$ cat src/rtl/mole_pkg.sv
// Shared types and default constants for the whack-a-mole hit judge.
package mole_pkg;

    localparam int unsigned DEF_NUM_HOLES       = 4;
    localparam int unsigned DEF_DEBOUNCE_CYCLES = 16;
    localparam int unsigned DEF_HITS_PER_LEVEL  = 8;
    localparam int unsigned DEF_MAX_LEVEL_UPS   = 2;
    localparam int unsigned LEVEL_W             = 2;

    typedef enum logic [1:0] {
        IDLE,
        ARMED,
        LOCKOUT
    } state_e;

endpackage

$ cat src/rtl/mole_hit_judge_if.sv
// Button/mole inputs and scoring-event outputs of the hit judge, grouped as one bus.
interface mole_hit_judge_if
    import mole_pkg::*;
#(
    parameter int unsigned NUM_HOLES      = DEF_NUM_HOLES,
    parameter int unsigned HITS_PER_LEVEL = DEF_HITS_PER_LEVEL
);
    localparam int unsigned CNT_W = $clog2(HITS_PER_LEVEL);

    logic [NUM_HOLES-1:0] btn_raw;
    logic [NUM_HOLES-1:0] mole_onehot;
    logic                 mole_valid;
    logic                 hit_pulse;
    logic                 miss_pulse;
    logic                 level_up;
    logic [CNT_W-1:0]     hit_count;
    logic [LEVEL_W-1:0]   level;

    modport master (
        output btn_raw, mole_onehot, mole_valid,
        input  hit_pulse, miss_pulse, level_up, hit_count, level
    );

    modport slave (
        input  btn_raw, mole_onehot, mole_valid,
        output hit_pulse, miss_pulse, level_up, hit_count, level
    );

endinterface

$ cat src/rtl/btn_debounce.sv
// One button: 2-FF synchronizer, stability counter and registered rising-edge detect.
module btn_debounce #(
    parameter int unsigned DEBOUNCE_CYCLES = 16
) (
    input  logic clk,
    input  logic rst_n,
    input  logic btn_raw,
    output logic press_edge
);
    localparam int unsigned CNT_W = (DEBOUNCE_CYCLES > 1) ? $clog2(DEBOUNCE_CYCLES) : 1;

    logic             sync1_q, sync2_q;
    logic             deb_q, deb_dly_q;
    logic [CNT_W-1:0] cnt_q;
    logic             edge_q;

    always_ff @(posedge clk) begin
        if (!rst_n) begin
            sync1_q   <= 1'b0;
            sync2_q   <= 1'b0;
            deb_q     <= 1'b0;
            deb_dly_q <= 1'b0;
            cnt_q     <= '0;
            edge_q    <= 1'b0;
        end else begin
            sync1_q   <= btn_raw;
            sync2_q   <= sync1_q;
            deb_dly_q <= deb_q;
            edge_q    <= deb_q & ~deb_dly_q;
            if (sync2_q == deb_q) begin
                cnt_q <= '0;
            end else if (cnt_q == CNT_W'(DEBOUNCE_CYCLES - 1)) begin
                // Level held long enough: accept it.
                deb_q <= sync2_q;
                cnt_q <= '0;
            end else begin
                cnt_q <= cnt_q + 1'b1;
            end
        end
    end

    assign press_edge = edge_q;

endmodule

$ cat src/rtl/mole_hit_judge.sv
// Hit/miss judge feeding the score counter; MISS_PENALTY_EN makes a miss clear hit_count.
module mole_hit_judge
    import mole_pkg::*;
#(
    parameter int unsigned NUM_HOLES       = DEF_NUM_HOLES,
    parameter int unsigned DEBOUNCE_CYCLES = DEF_DEBOUNCE_CYCLES,
    parameter int unsigned HITS_PER_LEVEL  = DEF_HITS_PER_LEVEL,
    parameter int unsigned MAX_LEVEL_UPS   = DEF_MAX_LEVEL_UPS
) (
    input  logic             clk,
    input  logic             rst_n,
    mole_hit_judge_if.slave  bus
);
    localparam int unsigned CNT_W = $clog2(HITS_PER_LEVEL);

    logic [NUM_HOLES-1:0] press_edge;
    logic [NUM_HOLES-1:0] mole_prev_q;
    state_e               state_q, state_d;
    logic                 hit_q, hit_d;
    logic                 miss_q, miss_d;
    logic                 lvl_up_q, lvl_up_d;
    logic [CNT_W-1:0]     count_q, count_d;
    logic [LEVEL_W-1:0]   level_q, level_d;
    logic                 press_any, press_hit;

    for (genvar i = 0; i < NUM_HOLES; i++) begin : g_btn
        btn_debounce #(
            .DEBOUNCE_CYCLES(DEBOUNCE_CYCLES)
        ) u_deb (
            .clk       (clk),
            .rst_n     (rst_n),
            .btn_raw   (bus.btn_raw[i]),
            .press_edge(press_edge[i])
        );
    end

    assign press_any = |press_edge;
    assign press_hit = |(press_edge & bus.mole_onehot);

    always_comb begin
        state_d = state_q;
        hit_d   = 1'b0;
        miss_d  = 1'b0;
        unique case (state_q)
            IDLE: begin
                miss_d = press_any;
                if (bus.mole_valid) state_d = ARMED;
            end
            ARMED: begin
                if (!bus.mole_valid) begin
                    // mole_onehot is meaningless here, so any press is a miss.
                    miss_d  = press_any;
                    state_d = IDLE;
                end else if (press_hit) begin
                    hit_d   = 1'b1;
                    state_d = LOCKOUT;
                end else begin
                    miss_d = press_any;
                end
            end
            LOCKOUT: begin
                if (!bus.mole_valid) begin
                    state_d = IDLE;
                end else if (bus.mole_onehot != mole_prev_q) begin
                    state_d = ARMED;
                end
            end
            default: state_d = IDLE;
        endcase
    end

    always_comb begin
        count_d  = count_q;
        level_d  = level_q;
        lvl_up_d = 1'b0;
        if (hit_d) begin
            if (count_q == CNT_W'(HITS_PER_LEVEL - 1)) begin
                count_d = '0;
                if (level_q < LEVEL_W'(MAX_LEVEL_UPS)) begin
                    lvl_up_d = 1'b1;
                    level_d  = level_q + 1'b1;
                end
            end else begin
                count_d = count_q + 1'b1;
            end
        end
`ifdef MISS_PENALTY_EN
        if (miss_d) count_d = '0;
`endif
    end

    always_ff @(posedge clk) begin
        if (!rst_n) begin
            state_q     <= IDLE;
            hit_q       <= 1'b0;
            miss_q      <= 1'b0;
            lvl_up_q    <= 1'b0;
            count_q     <= '0;
            level_q     <= '0;
            mole_prev_q <= '0;
        end else begin
            state_q     <= state_d;
            hit_q       <= hit_d;
            miss_q      <= miss_d;
            lvl_up_q    <= lvl_up_d;
            count_q     <= count_d;
            level_q     <= level_d;
            mole_prev_q <= bus.mole_onehot;
        end
    end

    assign bus.hit_pulse  = hit_q;
    assign bus.miss_pulse = miss_q;
    assign bus.level_up   = lvl_up_q;
    assign bus.hit_count  = count_q;
    assign bus.level      = level_q;

endmodule

$ cat src/flat_wrapper.sv
// flat-port wrapper written by rule: the top's interface ports become plain ports
module mole_hit_judge_flat import mole_pkg::*;
#(
    parameter int unsigned NUM_HOLES       = DEF_NUM_HOLES,
    parameter int unsigned DEBOUNCE_CYCLES = DEF_DEBOUNCE_CYCLES,
    parameter int unsigned HITS_PER_LEVEL  = DEF_HITS_PER_LEVEL,
    parameter int unsigned MAX_LEVEL_UPS   = DEF_MAX_LEVEL_UPS
)
  (clk, rst_n, bus_btn_raw, bus_mole_onehot, bus_mole_valid, bus_hit_pulse, bus_miss_pulse, bus_level_up, bus_hit_count, bus_level);
  mole_hit_judge_if #(.NUM_HOLES(NUM_HOLES), .HITS_PER_LEVEL(HITS_PER_LEVEL)) bus_i ();
  input  logic clk;
  input  logic rst_n;
  input wire logic [$bits(bus_i.btn_raw)-1:0] bus_btn_raw;
  input wire logic [$bits(bus_i.mole_onehot)-1:0] bus_mole_onehot;
  input wire logic [$bits(bus_i.mole_valid)-1:0] bus_mole_valid;
  output wire logic [$bits(bus_i.hit_pulse)-1:0] bus_hit_pulse;
  output wire logic [$bits(bus_i.miss_pulse)-1:0] bus_miss_pulse;
  output wire logic [$bits(bus_i.level_up)-1:0] bus_level_up;
  output wire logic [$bits(bus_i.hit_count)-1:0] bus_hit_count;
  output wire logic [$bits(bus_i.level)-1:0] bus_level;
  assign bus_i.btn_raw = bus_btn_raw;
  assign bus_i.mole_onehot = bus_mole_onehot;
  assign bus_i.mole_valid = bus_mole_valid;
  assign bus_hit_pulse = bus_i.hit_pulse;
  assign bus_miss_pulse = bus_i.miss_pulse;
  assign bus_level_up = bus_i.level_up;
  assign bus_hit_count = bus_i.hit_count;
  assign bus_level = bus_i.level;
  mole_hit_judge #(.NUM_HOLES(NUM_HOLES), .DEBOUNCE_CYCLES(DEBOUNCE_CYCLES), .HITS_PER_LEVEL(HITS_PER_LEVEL), .MAX_LEVEL_UPS(MAX_LEVEL_UPS)) u_core (.clk(clk), .rst_n(rst_n), .bus(bus_i));
endmodule
$ cat config.mk
export PLATFORM = sky130hd
export DESIGN_NAME = mole_hit_judge_flat
export DESIGN_NICKNAME = d
export VERILOG_FILES = /design/src/rtl/mole_pkg.sv /design/src/rtl/mole_hit_judge_if.sv /design/src/rtl/btn_debounce.sv /design/src/rtl/mole_hit_judge.sv /design/src/flat_wrapper.sv
export SDC_FILE = /design/constraint.sdc
export NUM_CORES = 1
export LEC_CHECK = 0
export CORE_AREA = 4 4 70 66
export CTS_CLUSTER_SIZE = 12
export DETAILED_ROUTE_END_ITERATION = 10
export DIE_AREA = 0 0 74 70
export DONT_BUFFER_PORTS = 1
export SLEW_MARGIN = 20
export SYNTH_ARGS = -nofsm -noshare
export SYNTH_HDL_FRONTEND = slang
export SYNTH_SLANG_ARGS = --single-unit
$ cat constraint.sdc
create_clock -name clk -period 2.2 [get_ports clk]
set_input_delay 0.22 -clock clk [delete_from_list [all_inputs] [get_ports clk]]
set_output_delay 0.22 -clock clk [all_outputs]
set_load 0.01 [all_outputs]
==> impl_summary.log, run 1 <==
[metrics] Tightest Pin Transition: 267 ps
[metrics] Worst Path Required: 2430 ps
[metrics] number of buffers created by CTS: 5
[metrics] TritonCTS sink count: 50
[metrics] largest net degree at the start of global routing: between 40 and 50
[metrics] Reg clk slew, reported paths: 90 ps
[metrics] kind of capture point of the worst setup path: register
[metrics] first-pass GRT wire length: 4.84 mm
[metrics] number of antenna violations at the first check in global routing: 0
[metrics] antenna cell count: 0
[metrics] fraction of final layout cells sized beyond drive strength 1: 7.34%
[metrics] terminating pin of the worst hold path: u_core.mole_prev_q[0]
[metrics] outcome: complete, no violations
[metrics] Worst Reg-to-Reg Cells: 5
[metrics] number of global-route vias before repair: between 1000 and 1500
[metrics] port buffer count: 0
[metrics] vias per cell: around 5.0
[metrics] count of pins on the block boundary: 19
[metrics] number of warnings issued by yosys: 0
[metrics] source-to-sink clock delay at the later pin of the worst-skew pair: 300 ps
[metrics] root buffer selected by CTS: sky130_fd_sc_hd__clkbuf_8
[metrics] drt first pass iters: 4
[metrics] HPWL after detailed placement: ~2.0 mm
[metrics] post-CTS setup repair buffer count: 0
[metrics] Final Setup Violations: 0
[metrics] hold bufs inserted after CTS: 0
[metrics] slowest cell delay on critical path: ~430 ps
[metrics] top cells by area, synth: sky130_fd_sc_hd__dfxtp_1, sky130_fd_sc_hd__xor2_1, sky130_fd_sc_hd__and2_1
[metrics] max capacitance violation total: 0
[metrics] family with the most delay on the worst path: flip-flops
[metrics] Final Hold Fails: 0
[metrics] horizontal die dimension: between 70 and 80 microns
[metrics] total die area: 0.00518 sq mm
[metrics] post-synthesis cell area: 0.00189 sq mm
[metrics] H-tree lvl count: 2
[metrics] max_slew headroom: 81.9%
[metrics] biggest area consumer among synthesized cells: sky130_fd_sc_hd__dfxtp_1
[metrics] classification of the worst setup path: register to register
[metrics] clock tree from TritonCTS: yes
[metrics] post-route fraction of the period consumed by the critical path: 68.3%
[metrics] CTS resizes: 0
[metrics] Critical Path Start: u_core.bus.hit_count[0]
[metrics] final number of max-transition violations: 0
[metrics] unrepaired setup endpoints after global routing: no
[metrics] crit-path cells: ha_1, ha_1, inv_1, a2111oi_4, mux2i_1
[metrics] vias after detailed routing: 1132
[metrics] endpoint of the lowest-slack register-to-register path: u_core.bus.level[0]
[metrics] number of synthesized register bits: 50
[metrics] weighted congestion at the end of routability-driven global placement: 0.707
[metrics] average detailed-routed wire length per instance: between 10 and 15 microns
[metrics] Max clock buf depth: 2
[metrics] remaining design rule violation count: 0
[metrics] Post-layout nets: 193
[metrics] die height: approximately 70 microns
[metrics] Buffers & Inverters on Critical Path: 1
[metrics] overall track demand over capacity in global routing: about 12%
[metrics] startpoint class of the critical path: register
[metrics] time the worst path needs with I/O delays and setup: 1500 ps
[metrics] aggregate negative setup slack: 0 ps
[metrics] number of library cell types mapped by synthesis: 28
[metrics] Post-Syn Instances: 174
[metrics] worst clock skew: 7.10 ps
[metrics] share of synthesized area occupied by flip-flops and latches: 53.0%
[metrics] worst hold path startpoint: bus_mole_onehot[0]
[metrics] synthesized net count: 191
[metrics] arrival time reported for the critical path endpoint: ~1700 ps
[metrics] final-layout worst hold slack: approximately 36 ps
[metrics] std cell rows: 22
[metrics] r2r setup slk: 700 ps
[metrics] highest-delay cell along the critical path: sky130_fd_sc_hd__dfxtp_1
[metrics] Max Clk Rate: roughly 0.67 GHz
[metrics] Crit path top cell by count: sky130_fd_sc_hd__ha_1
[metrics] drt total wl: 2.76 mm
[metrics] ANT nets after route: 0
[metrics] core box area: 0.00394 sq mm
[metrics] global route overflow: 0
[metrics] maximum ir drop on the vdd rail: 0.000552 V
[metrics] Fillers: 367
[metrics] fraction of synthesized cell area taken by the top area cell type: 53.0%
[metrics] worst hold path depth: 1
[metrics] r2r startpoint: u_core.bus.hit_count[0]
[metrics] area added between synthesis and finish: 8.02%
[metrics] mean instance size in the synthesized netlist: 10.9 sq um
[metrics] worst min-delay path category: primary input to register
[metrics] starting DRC count in detailed routing: between 40 and 50
[metrics] total power per unit cell area: 786 mW/mm^2
[metrics] leakage: approximately 0.91 nW
[metrics] initial core utilization: 48.0%
[metrics] Crit Path Max Fanout: 4
==> layer usage <==
metal  GRT usage, %  vias up  part of all wire [%]
met3           3.60        6                   4.0
met1           13.9      519                    44
met5              0        -                     0
met2           19.6       20                    49
met4           7.24        0                   2.4
li1               -      587                     -
==> cells in the mapped netlist <==
master,instances
sky130_fd_sc_hd__dfxtp_1,50
sky130_fd_sc_hd__and2_1,17
sky130_fd_sc_hd__nand3_1,15
sky130_fd_sc_hd__xor2_1,15
sky130_fd_sc_hd__nor2_1,13
sky130_fd_sc_hd__nor2b_1,9
sky130_fd_sc_hd__mux2i_1,8
sky130_fd_sc_hd__nand2_1,8
sky130_fd_sc_hd__ha_1,6
sky130_fd_sc_hd__and3_1,5
sky130_fd_sc_hd__inv_1,5
sky130_fd_sc_hd__buf_2,3
sky130_fd_sc_hd__a22o_1,2
sky130_fd_sc_hd__a22oi_4,2
sky130_fd_sc_hd__and4b_1,2
sky130_fd_sc_hd__clkbuf_1,2
sky130_fd_sc_hd__a2111oi_4,1
sky130_fd_sc_hd__a21oi_1,1
sky130_fd_sc_hd__a21oi_4,1
sky130_fd_sc_hd__a311o_1,1
sky130_fd_sc_hd__and4_1,1
sky130_fd_sc_hd__nand2b_1,1
sky130_fd_sc_hd__nand3b_4,1
sky130_fd_sc_hd__nor3_1,1
sky130_fd_sc_hd__nor4_1,1
sky130_fd_sc_hd__nor4b_1,1
sky130_fd_sc_hd__o311ai_1,1
sky130_fd_sc_hd__xnor2_1,1
==> how the worst max path moves through the flow <==
stage / cells past startpoint / slack (ps) / endpoint
2_1_floorplan: 5 / 860 / u_core.bus.level[0]
3_3_place_gp: 5 / 810 / u_core.bus.level[0]
3_5_place_dp: 5 / 700 / u_core.bus.level[0]
4_1_cts: 5 / 680 / u_core.bus.level[0]
5_1_grt: 5 / 580 / u_core.bus.level[0]
6_report: 5 / 700 / u_core.bus.level[0]
==> stage by stage <==
step                power [mW]  cells  worst slack [ps]  cell area (sq um)  util, %
global route              1.66    225               581               2040     51.8
detailed placement       0.992    217               702               1930     48.9
finish                    1.60    225               698               2040     51.8
CTS                       1.63    225               675               2040     51.8
global placement         0.989    217               811               1930     48.9
floorplan                0.994    174               860               1890        -
==> sequential cells by signal, summed over array words and instances (netlist names) <==
| name | count |
|---|---|
| u_core.g_btn.u_deb.deb_q | 4 |
| u_core.bus.level_up | 1 |
| u_core.g_btn.u_deb.sync2_q | 4 |
| u_core.g_btn.u_deb.deb_dly_q | 4 |
| u_core.mole_prev_q | 4 |
| u_core.g_btn.u_deb.cnt_q | 16 |
| u_core.g_btn.u_deb.press_edge | 4 |
| u_core.bus.miss_pulse | 1 |
| u_core.g_btn.u_deb.sync1_q | 4 |
| u_core.bus.level | 2 |
| u_core.state_q | 2 |
| u_core.bus.hit_count | 3 |
| u_core.bus.hit_pulse | 1 |
==> power by group <==
group	leakage, nW	switching (mW)	total (mW)	internal, mW
Clock	0.0504	0.294	0.632	0.338
Combinational	0.455	0.0177	0.0392	0.0215
Sequential	0.406	0.0107	0.931	0.920
Total	0.912	0.322	1.60	1.28
==> cell families (layout without fill, tap and decap cells) <==
family | after synthesis | count (layout) | share of synthesized area, %
simple gates | 75 | 75 | 22.4
flops | 50 | 50 | 53.0
xor+xnor | 16 | 16 | 7.42
fa+ha+maj | 6 | 6 | 3.98
mux | 8 | 8 | 4.24
buf+inv | 10 | 13 | 2.19
compound gates | 9 | 9 | 6.76
==> layout by cell type, fill, tap and decap left out, types with 5 or more instances in the layout <==
cell / synthesis / layout
sky130_fd_sc_hd__clkbuf_8: 0 / 5
sky130_fd_sc_hd__nand3_1: 15 / 15
sky130_fd_sc_hd__inv_1: 5 / 5
sky130_fd_sc_hd__nor2b_1: 9 / 9
sky130_fd_sc_hd__and2_1: 17 / 17
sky130_fd_sc_hd__and3_1: 5 / 5
sky130_fd_sc_hd__nand2_1: 8 / 8
sky130_fd_sc_hd__xor2_1: 15 / 15
sky130_fd_sc_hd__dfxtp_1: 50 / 50
sky130_fd_sc_hd__nor2_1: 13 / 13
sky130_fd_sc_hd__ha_1: 6 / 6
sky130_fd_sc_hd__mux2i_1: 8 / 8
==> worst reg2reg max path, delay by kind of cell, from the launching register on <==
family                   cells  cell delay (ps)
adder cells (fa/ha/maj)      2              410
buffers and inverters        1              110
AO/OA/AOI/OAI                1              280
flip-flops                   1              430
multiplexers                 1              210
==> area by class of cell <==
| type | count | area [sq um] | share of cell area (%) |
|---|---|---|---|
| clock buffers | 5 | 68.8 | 3.37 |
| clock inverters | 3 | 45.0 | 2.21 |
| inverters | 5 | 18.8 | 0.920 |
| multi-input cells | 114 | 846 | 41.5 |
| flip-flops and latches | 50 | 1000 | 49.1 |
| well taps | 48 | 60.1 | 2.94 |
Note: power is estimated with default switching activity, not from simulation.
==> run 2: changes to the inputs <==
Settings changed: PLACE_DENSITY from default to 0.66.
Clock period 2.2 ns to 1.25 ns, I/O delays scaled along.
==> run 2 against run 1 <==
- the run now ends with hold timing left
- critical path depth shrank 2
- total power grew 67%
- global-route usage grew 0.53 points
- largest power group unchanged
- core utilization grew 5.9 points
- clock-buffer cell count grew 2
- die area is the same
- register-to-register slack lost 600 ps
- clock skew is essentially flat
- combinational power grew to 2.7 times the previous value
- sequential power grew 76%
==> impl_summary.log, run 2 (synthesized netlist as in run 1, its figures left out) <==
[metrics] core box area: 0.00394 sq mm (unchanged)
[metrics] Worst Path Required: 1430 ps (-1000 ps)
[metrics] arrival time reported for the critical path endpoint: 1370 ps (-360 ps)
[metrics] Crit Path Max Fanout: 3 (-1)
[metrics] horizontal die dimension: 74 microns (unchanged)
[metrics] slowest cell delay on critical path: 550 ps (+120 ps)
[metrics] root buffer selected by CTS: sky130_fd_sc_hd__clkbuf_8
[metrics] total die area: 0.00518 sq mm (unchanged)
[metrics] max capacitance violation total: 0 (unchanged)
[metrics] non-filler instance count after layout: 248 (+10%)
[metrics] overall track demand over capacity in global routing: 12.7% (+0.53 points)
[metrics] worst min-delay path category: primary input to register
[metrics] global route overflow: 0 (unchanged)
[metrics] endpoint of the lowest-slack register-to-register path: u_core.g_btn[2].u_deb.deb_dly_q
[metrics] vias per cell: 5.02 (-0.30%)
[metrics] area taken by multi-input logic gates: 871 sq um (+3.0%)
[metrics] HPWL after detailed placement: 2.04 mm (+2.2%)
[metrics] final-layout worst hold slack: -34.9 ps (-70.6 ps)
[metrics] Worst Reg-to-Reg Cells: 2 (-3)
[metrics] source-to-sink clock delay at the later pin of the worst-skew pair: 290 ps (about the same)
[metrics] worst setup slack after layout: 61.3 ps (-636 ps)
[metrics] Critical Path Start: bus_mole_onehot[1]
[metrics] first-pass GRT wire length: 5.22 mm (+7.8%)
[metrics] remaining design rule violation count: 0 (unchanged)
[metrics] starting DRC count in detailed routing: 69 (+64%)
[metrics] max_slew headroom: 80.2% (-1.7 points)
[metrics] kind of capture point of the worst setup path: register
[metrics] count of pins on the block boundary: 19 (unchanged)
[metrics] worst clock skew: 7.26 ps (+0.153 ps)
[metrics] post-CTS setup repair buffer count: 0 (unchanged)
[metrics] number of global-route vias before repair: 1230 (+7.8%)
[metrics] time the worst path needs with I/O delays and setup: 1190 ps
[metrics] number of buffers created by CTS: 5 (unchanged)
[metrics] Post-layout nets: 216 (+12%)
[metrics] r2r setup slk: 100 ps (-600 ps)
[metrics] commonest non-fill, non-tap cell in the layout: sky130_fd_sc_hd__dfxtp_1
[metrics] classification of the worst setup path: primary input to register
[metrics] area used by sequential logic in the layout: 0.00101 sq mm (+0.75%)
[metrics] commonest cells after routing, fill and taps aside: sky130_fd_sc_hd__dfxtp_1, sky130_fd_sc_hd__dlygate4sd3_1, sky130_fd_sc_hd__and2_1, sky130_fd_sc_hd__xor2_1, sky130_fd_sc_hd__nand3_1
[metrics] r2r startpoint: u_core.g_btn[2].u_deb.deb_q
[metrics] Final Hold Fails: 13 (+13)
[metrics] std cell rows: 22 (unchanged)
[metrics] clock tree from TritonCTS: yes
[metrics] total placed cells including tap cells: 220 (+1.4%)
[metrics] fraction of final layout cells sized beyond drive strength 1: 11.0% (+3.7 points)
[metrics] initial core utilization: 48.0% (unchanged)
[metrics] TritonCTS sink count: 50 (unchanged)
[metrics] Most flops, register: u_core.g_btn.u_deb.cnt_q
[metrics] post-route fraction of the period consumed by the critical path: ~95%
[metrics] weighted congestion at the end of routability-driven global placement: 0.757 (+7.1%)
[metrics] crit-path cells: dlygate4sd3_1, and2_1, dlygate4sd3_1
[metrics] number of antenna violations at the first check in global routing: 0 (unchanged)
[metrics] largest net degree at the start of global routing: 47 (unchanged)
[metrics] port buffer count: 0 (unchanged)
[metrics] Crit path top cell by count: sky130_fd_sc_hd__dlygate4sd3_1
[metrics] final number of max-transition violations: 0 (unchanged)
[metrics] Final Setup Violations: 0 (unchanged)
[metrics] H-tree lvl count: 2 (unchanged)
[metrics] startpoint class of the critical path: primary input
[metrics] maximum ir drop on the vdd rail: 0.000697 V (+26%)
[metrics] drt first pass iters: 4 (unchanged)
[metrics] Fillers: 342 (-6.8%)
[metrics] total power per unit cell area: 1170 mW/mm^2 (+49%)
[metrics] Max Clk Rate: 0.841 GHz
[metrics] hold bufs inserted after CTS: 20 (+20)
[metrics] post-route total power: 2.67 mW (+67%)
[metrics] end point of the critical path: u_core.mole_prev_q[1]
[metrics] number of flip-flops under the largest register name: 16 (unchanged)
[metrics] Reg clk slew, reported paths: 80 ps (about the same)
[metrics] pre-CTS setup slack: -1.41 ps (-704 ps)
[metrics] ANT nets after route: 0 (unchanged)
[metrics] die height: 70 microns (unchanged)
[metrics] leakage: 1.04 nW (+14%)
[metrics] highest-delay cell along the critical path: sky130_fd_sc_hd__dlygate4sd3_1
[metrics] Max clock buf depth: 2 (unchanged)
[metrics] area added between synthesis and finish: 20.3%
[metrics] antenna cell count: 0 (unchanged)
[metrics] Tightest Pin Transition: 294 ps (+27.3 ps)
[metrics] violated checks: hold timing
[metrics] outcome: finished with violations
[metrics] vias after detailed routing: 1244 (+9.9%)
[metrics] average detailed-routed wire length per instance: 12.3 microns (+0.12%)
[metrics] drt total wl: 3.05 mm (+10%)
[metrics] unrepaired setup endpoints after global routing: no
==> run 2: cell count changes in the layout (fill, tap and decap cells not counted), moves of 2 or more <==
cell	change
sky130_fd_sc_hd__buf_4	+3
sky130_fd_sc_hd__clkinvlp_4	-2
sky130_fd_sc_hd__dfxtp_1	-4
sky130_fd_sc_hd__dfxtp_2	+3
sky130_fd_sc_hd__dlygate4sd3_1	+20
sky130_fd_sc_hd__ha_1	-2
sky130_fd_sc_hd__ha_4	+2
==> run 2: where the power goes <==
part	switching (mW)	internal, mW	leakage [nW]
Combinational	0.0380	0.0686	0.581
Sequential	0.0191	1.62	0.408
Clock	0.477	0.447	0.0482
Total	0.534	2.13	1.04
==> run 2: final cells by class <==
class,count,area share (%)
Timing Repair Buffer,23,9.80
Inverter,5,0.826
Sequential cell,50,44.4
Tap cell,48,2.64
Clock buffer,7,3.80
Multi-Input combinational cell,114,38.3
Clock inverter,1,0.220
==> run 2: stage by stage <==
stage	hold WS [ps]	util, %	setup TNS (ps)	cell area (sq um)
2_1_floorplan	247	-	0	1920
3_3_place_gp	248	50.3	0	1980
3_5_place_dp	250	50.3	-1.41	1980
4_1_cts	-47.2	57.7	0	2270
5_1_grt	-38.5	57.7	0	2270
6_report	-34.9	57.7	0	2270
==> run 2: worst max-delay path: cells and delay by family <==
family | cells | cell delay [ps]
buffers and inverters | 2 | 1100
and+or+nand+nor | 1 | 150
==> run 2: worst min path at each step <==
stage	slack (ps)	startpoint	cells after the start	end
floorplan	250	bus_mole_onehot[0]	1	u_core.mole_prev_q[0]
global placement	250	bus_mole_onehot[3]	1	u_core.mole_prev_q[3]
detailed placement	250	bus_mole_onehot[2]	1	u_core.mole_prev_q[2]
CTS	-50	rst_n	1	u_core.state_q[1]
global route	-40	rst_n	2	u_core.bus.hit_count[1]
finish	-30	rst_n	1	u_core.bus.hit_pulse
==> run 2: repair_timing <==
item / CTS / global route
setup endpoints to repair: 1 / 1
pin swaps: 1 / 0
resized for setup: 0 / 3
hold endpoints to repair: 34 / 16
==> run 2: metal layers <==
| metal | global-route usage, % | up-vias | share of wire (%) |
|---|---|---|---|
| met2 | 21.4 | 26 | 52 |
| met3 | 3.88 | 5 | 5.2 |
| met4 | 4.23 | 0 | 1.4 |
| met5 | 0 | - | 0 |
| met1 | 15.0 | 581 | 42 |
| li1 | - | 632 | - |
==> run 3: changes to the inputs <==
Settings changed: PLACE_DENSITY 0.66 to default.
Clock period 1.25 ns to 1.5 ns, I/O delays scaled along.
==> run 3 against run 2 <==
- the run now ends clean
- routed wire length is 3.7% lower
- sequential cell count unchanged
- sequential share of layout area is 2.3 points higher
- sequential power down 16%
- combinational power fell by 17%
- global-route usage increased by 0.13 points
- highest routed layer unchanged
==> impl_summary.log, run 3 (synthesized netlist as in run 1, its figures left out) <==
[metrics] unrepaired setup endpoints after global routing: no
[metrics] source-to-sink clock delay at the later pin of the worst-skew pair: 290 ps (about the same)
[metrics] overall track demand over capacity in global routing: 12.8% (+0.13 points)
[metrics] commonest non-fill, non-tap cell in the layout: sky130_fd_sc_hd__dfxtp_1
[metrics] relative contribution of sequential cells to total power: 61.0% (-0.4 points)
[metrics] cell-internal power: 1.77 mW (-17%)
[metrics] highest-delay cell along the critical path: sky130_fd_sc_hd__dfxtp_1
[metrics] total power per unit cell area: 1040 mW/mm^2 (-11%)
[metrics] net switching component of the power: 0.467 mW (-13%)
[metrics] TritonCTS sink count: 50 (unchanged)
[metrics] logic gate share of total power: 4.0% (about the same)
[metrics] switching fraction of total power: 20.9% (+0.83 points)
[metrics] non-filler instance count after layout: 238 (-4.0%)
[metrics] post-route fraction of the period consumed by the critical path: 88.7%
[metrics] crit-path cells: ha_1, ha_1, inv_1, a2111oi_4, mux2i_1
[metrics] ANT nets after route: 0 (unchanged)
[metrics] average detailed-routed wire length per instance: 12.3 microns (+0.34%)
[metrics] max_slew headroom: 53.3% (-27 points)
[metrics] CTS resizes: 0 (unchanged)
[metrics] post-route total power: 2.24 mW (-16%)
[metrics] placed cell areas: 0.00194 sq mm (-1.9%)
[metrics] largest net degree at the start of global routing: 25 (-47%)
[metrics] weighted congestion at the end of routability-driven global placement: 0.712 (-5.9%)
[metrics] die height: 70 microns (unchanged)
[metrics] commonest cells after routing, fill and taps aside: sky130_fd_sc_hd__dfxtp_1, sky130_fd_sc_hd__and2_1, sky130_fd_sc_hd__xor2_1, sky130_fd_sc_hd__nand3_1, sky130_fd_sc_hd__nor2_1
[metrics] fraction of final layout cells sized beyond drive strength 1: 7.89% (-3.1 points)
[metrics] time the worst path needs with I/O delays and setup: 1330 ps
[metrics] arrival time reported for the critical path endpoint: 1550 ps (+180 ps)
[metrics] leakage: 0.966 nW (-6.9%)
[metrics] Post-layout nets: 206 (-4.6%)
[metrics] slowest cell delay on critical path: 340 ps (-210 ps)
[metrics] maximum ir drop on the vdd rail: 0.000464 V (-33%)
[metrics] HPWL after detailed placement: 1.97 mm (-3.9%)
[metrics] worst clock skew: 3.44 ps (-3.81 ps)
[metrics] Reg clk slew, reported paths: 90 ps (about the same)
[metrics] number of buffers created by CTS: 5 (unchanged)
[metrics] outcome: complete, no violations
[metrics] Final Setup Violations: 0 (unchanged)
[metrics] remaining design rule violation count: 0 (unchanged)
[metrics] startpoint class of the critical path: register
[metrics] Final Hold Fails: 0 (-13)
[metrics] core box area: 0.00394 sq mm (unchanged)
[metrics] number of global-route vias before repair: 1235 (+0.41%)
[metrics] Crit path top cell by count: sky130_fd_sc_hd__ha_1
[metrics] total placed cells including tap cells: 219 (-0.45%)
[metrics] hold bufs inserted after CTS: 10 (-50%)
[metrics] clock tree from TritonCTS: yes
[metrics] area of all placed cells without fillers: 0.00215 sq mm (-5.6%)
[metrics] area used by sequential logic in the layout: 0.00100 sq mm (-0.74%)
[metrics] final number of max-transition violations: 0 (unchanged)
[metrics] Fillers: 357 (+4.4%)
[metrics] area taken by multi-input logic gates: 846 sq um (-2.9%)
[metrics] horizontal die dimension: 74 microns (unchanged)
[metrics] number of flip-flops under the largest register name: 16 (unchanged)
[metrics] worst min-delay path category: primary input to register
[metrics] area added between synthesis and finish: 13.7%
[metrics] Final Util: 54.5% (-3.2 points)
[metrics] antenna cell count: 0 (unchanged)
[metrics] Crit Path Max Fanout: 4 (+1)
[metrics] Worst Path Required: 1720 ps (+290 ps)
[metrics] pre-CTS setup slack: 173 ps (+174 ps)
[metrics] first-pass GRT wire length: 5.26 mm (+0.65%)
[metrics] initial core utilization: 48.0% (unchanged)
[metrics] std cell rows: 22 (unchanged)
[metrics] port buffer count: 0 (unchanged)
[metrics] drt first pass iters: 4 (unchanged)
[metrics] drt total wl: 2.94 mm (-3.7%)
[metrics] global route overflow: 0 (unchanged)
[metrics] vias after detailed routing: 1186 (-4.7%)
[metrics] total die area: 0.00518 sq mm (unchanged)
[metrics] clock network power share: 35.0% (+0.4 points)
[metrics] Max clock buf depth: 2 (unchanged)
[metrics] vias per cell: 4.98 (-0.66%)
[metrics] root buffer selected by CTS: sky130_fd_sc_hd__clkbuf_8
[metrics] count of pins on the block boundary: 19 (unchanged)
[metrics] starting DRC count in detailed routing: 32 (-54%)
[metrics] final-layout worst hold slack: 10.2 ps (+45.1 ps)
[metrics] kind of capture point of the worst setup path: register
[metrics] Max Clk Rate: 0.752 GHz
[metrics] worst setup slack after layout: 170 ps (+109 ps)
[metrics] Most flops, register: u_core.g_btn.u_deb.cnt_q
[metrics] max capacitance violation total: 0 (unchanged)
[metrics] classification of the worst setup path: register to register
[metrics] number of antenna violations at the first check in global routing: 0 (unchanged)
[metrics] Tightest Pin Transition: 698 ps (+404 ps)
[metrics] aggregate negative setup slack: 0 ps (unchanged)
[metrics] H-tree lvl count: 2 (unchanged)
[metrics] post-CTS setup repair buffer count: 0 (unchanged)
[run 3: cell types whose count changed in the layout (fill, tap and decap cells not counted), moves of 2 or more]
cell                            previous run  this run
sky130_fd_sc_hd__dlygate4sd3_1            20        11
sky130_fd_sc_hd__ha_4                      2         0
sky130_fd_sc_hd__ha_1                      4         6
sky130_fd_sc_hd__dfxtp_1                  46        50
sky130_fd_sc_hd__dfxtp_2                   3         0
[run 3: power by group through the flow]
stage / combinational [mW] / clock, mW / sequential (mW)
2_1_floorplan: 0.0637 / 0 / 1.39
3_3_place_gp: 0.0556 / 0 / 1.40
3_5_place_dp: 0.0582 / 0 / 1.40
4_1_cts: 0.0874 / 0.815 / 1.37
5_1_grt: 0.102 / 0.874 / 1.37
6_report: 0.0888 / 0.784 / 1.37
[run 3: critical path, delay by kind of cell (launching register included)]
kind                       cells  cell delay (ps)
AOI/OAI and AO/OA              1              290
adders and majority gates      2              340
buffers and inverters          1              100
DFF                            1              340
muxes                          1              200
[run 3: final timing paths]
kind                                                       from                               end  slack [ps]  cells past startpoint
worst max-delay path                    u_core.bus.hit_count[0]               u_core.bus.level[0]         170                      5
worst min-delay path                                      rst_n   u_core.g_btn[1].u_deb.deb_dly_q          10                      1
worst max register to register          u_core.bus.hit_count[0]               u_core.bus.level[0]         170                      5
worst min register to register  u_core.g_btn[2].u_deb.deb_dly_q  u_core.g_btn[2].u_deb.press_edge         380                      1
[run 3: final cells by class]
| cell class | instances | share of cell area [%] |
|---|---|---|
| Clock buffer | 6 | 3.85 |
| Clock inverter | 2 | 0.583 |
| Inverter | 5 | 0.875 |
| Multi-Input combinational cell | 114 | 39.4 |
| Sequential cell | 50 | 46.6 |
| Tap cell | 48 | 2.80 |
| Timing Repair Buffer | 13 | 5.83 |
[run 3: layer usage]
layer | vias to the layer above | global-route usage, % | part of all wire, %
li1 | 613 | - | -
met4 | 0 | 3.02 | 0.65
met2 | 15 | 22.5 | 49
met5 | - | 0 | 0
met1 | 556 | 14.5 | 46
met3 | 2 | 4.46 | 4.0
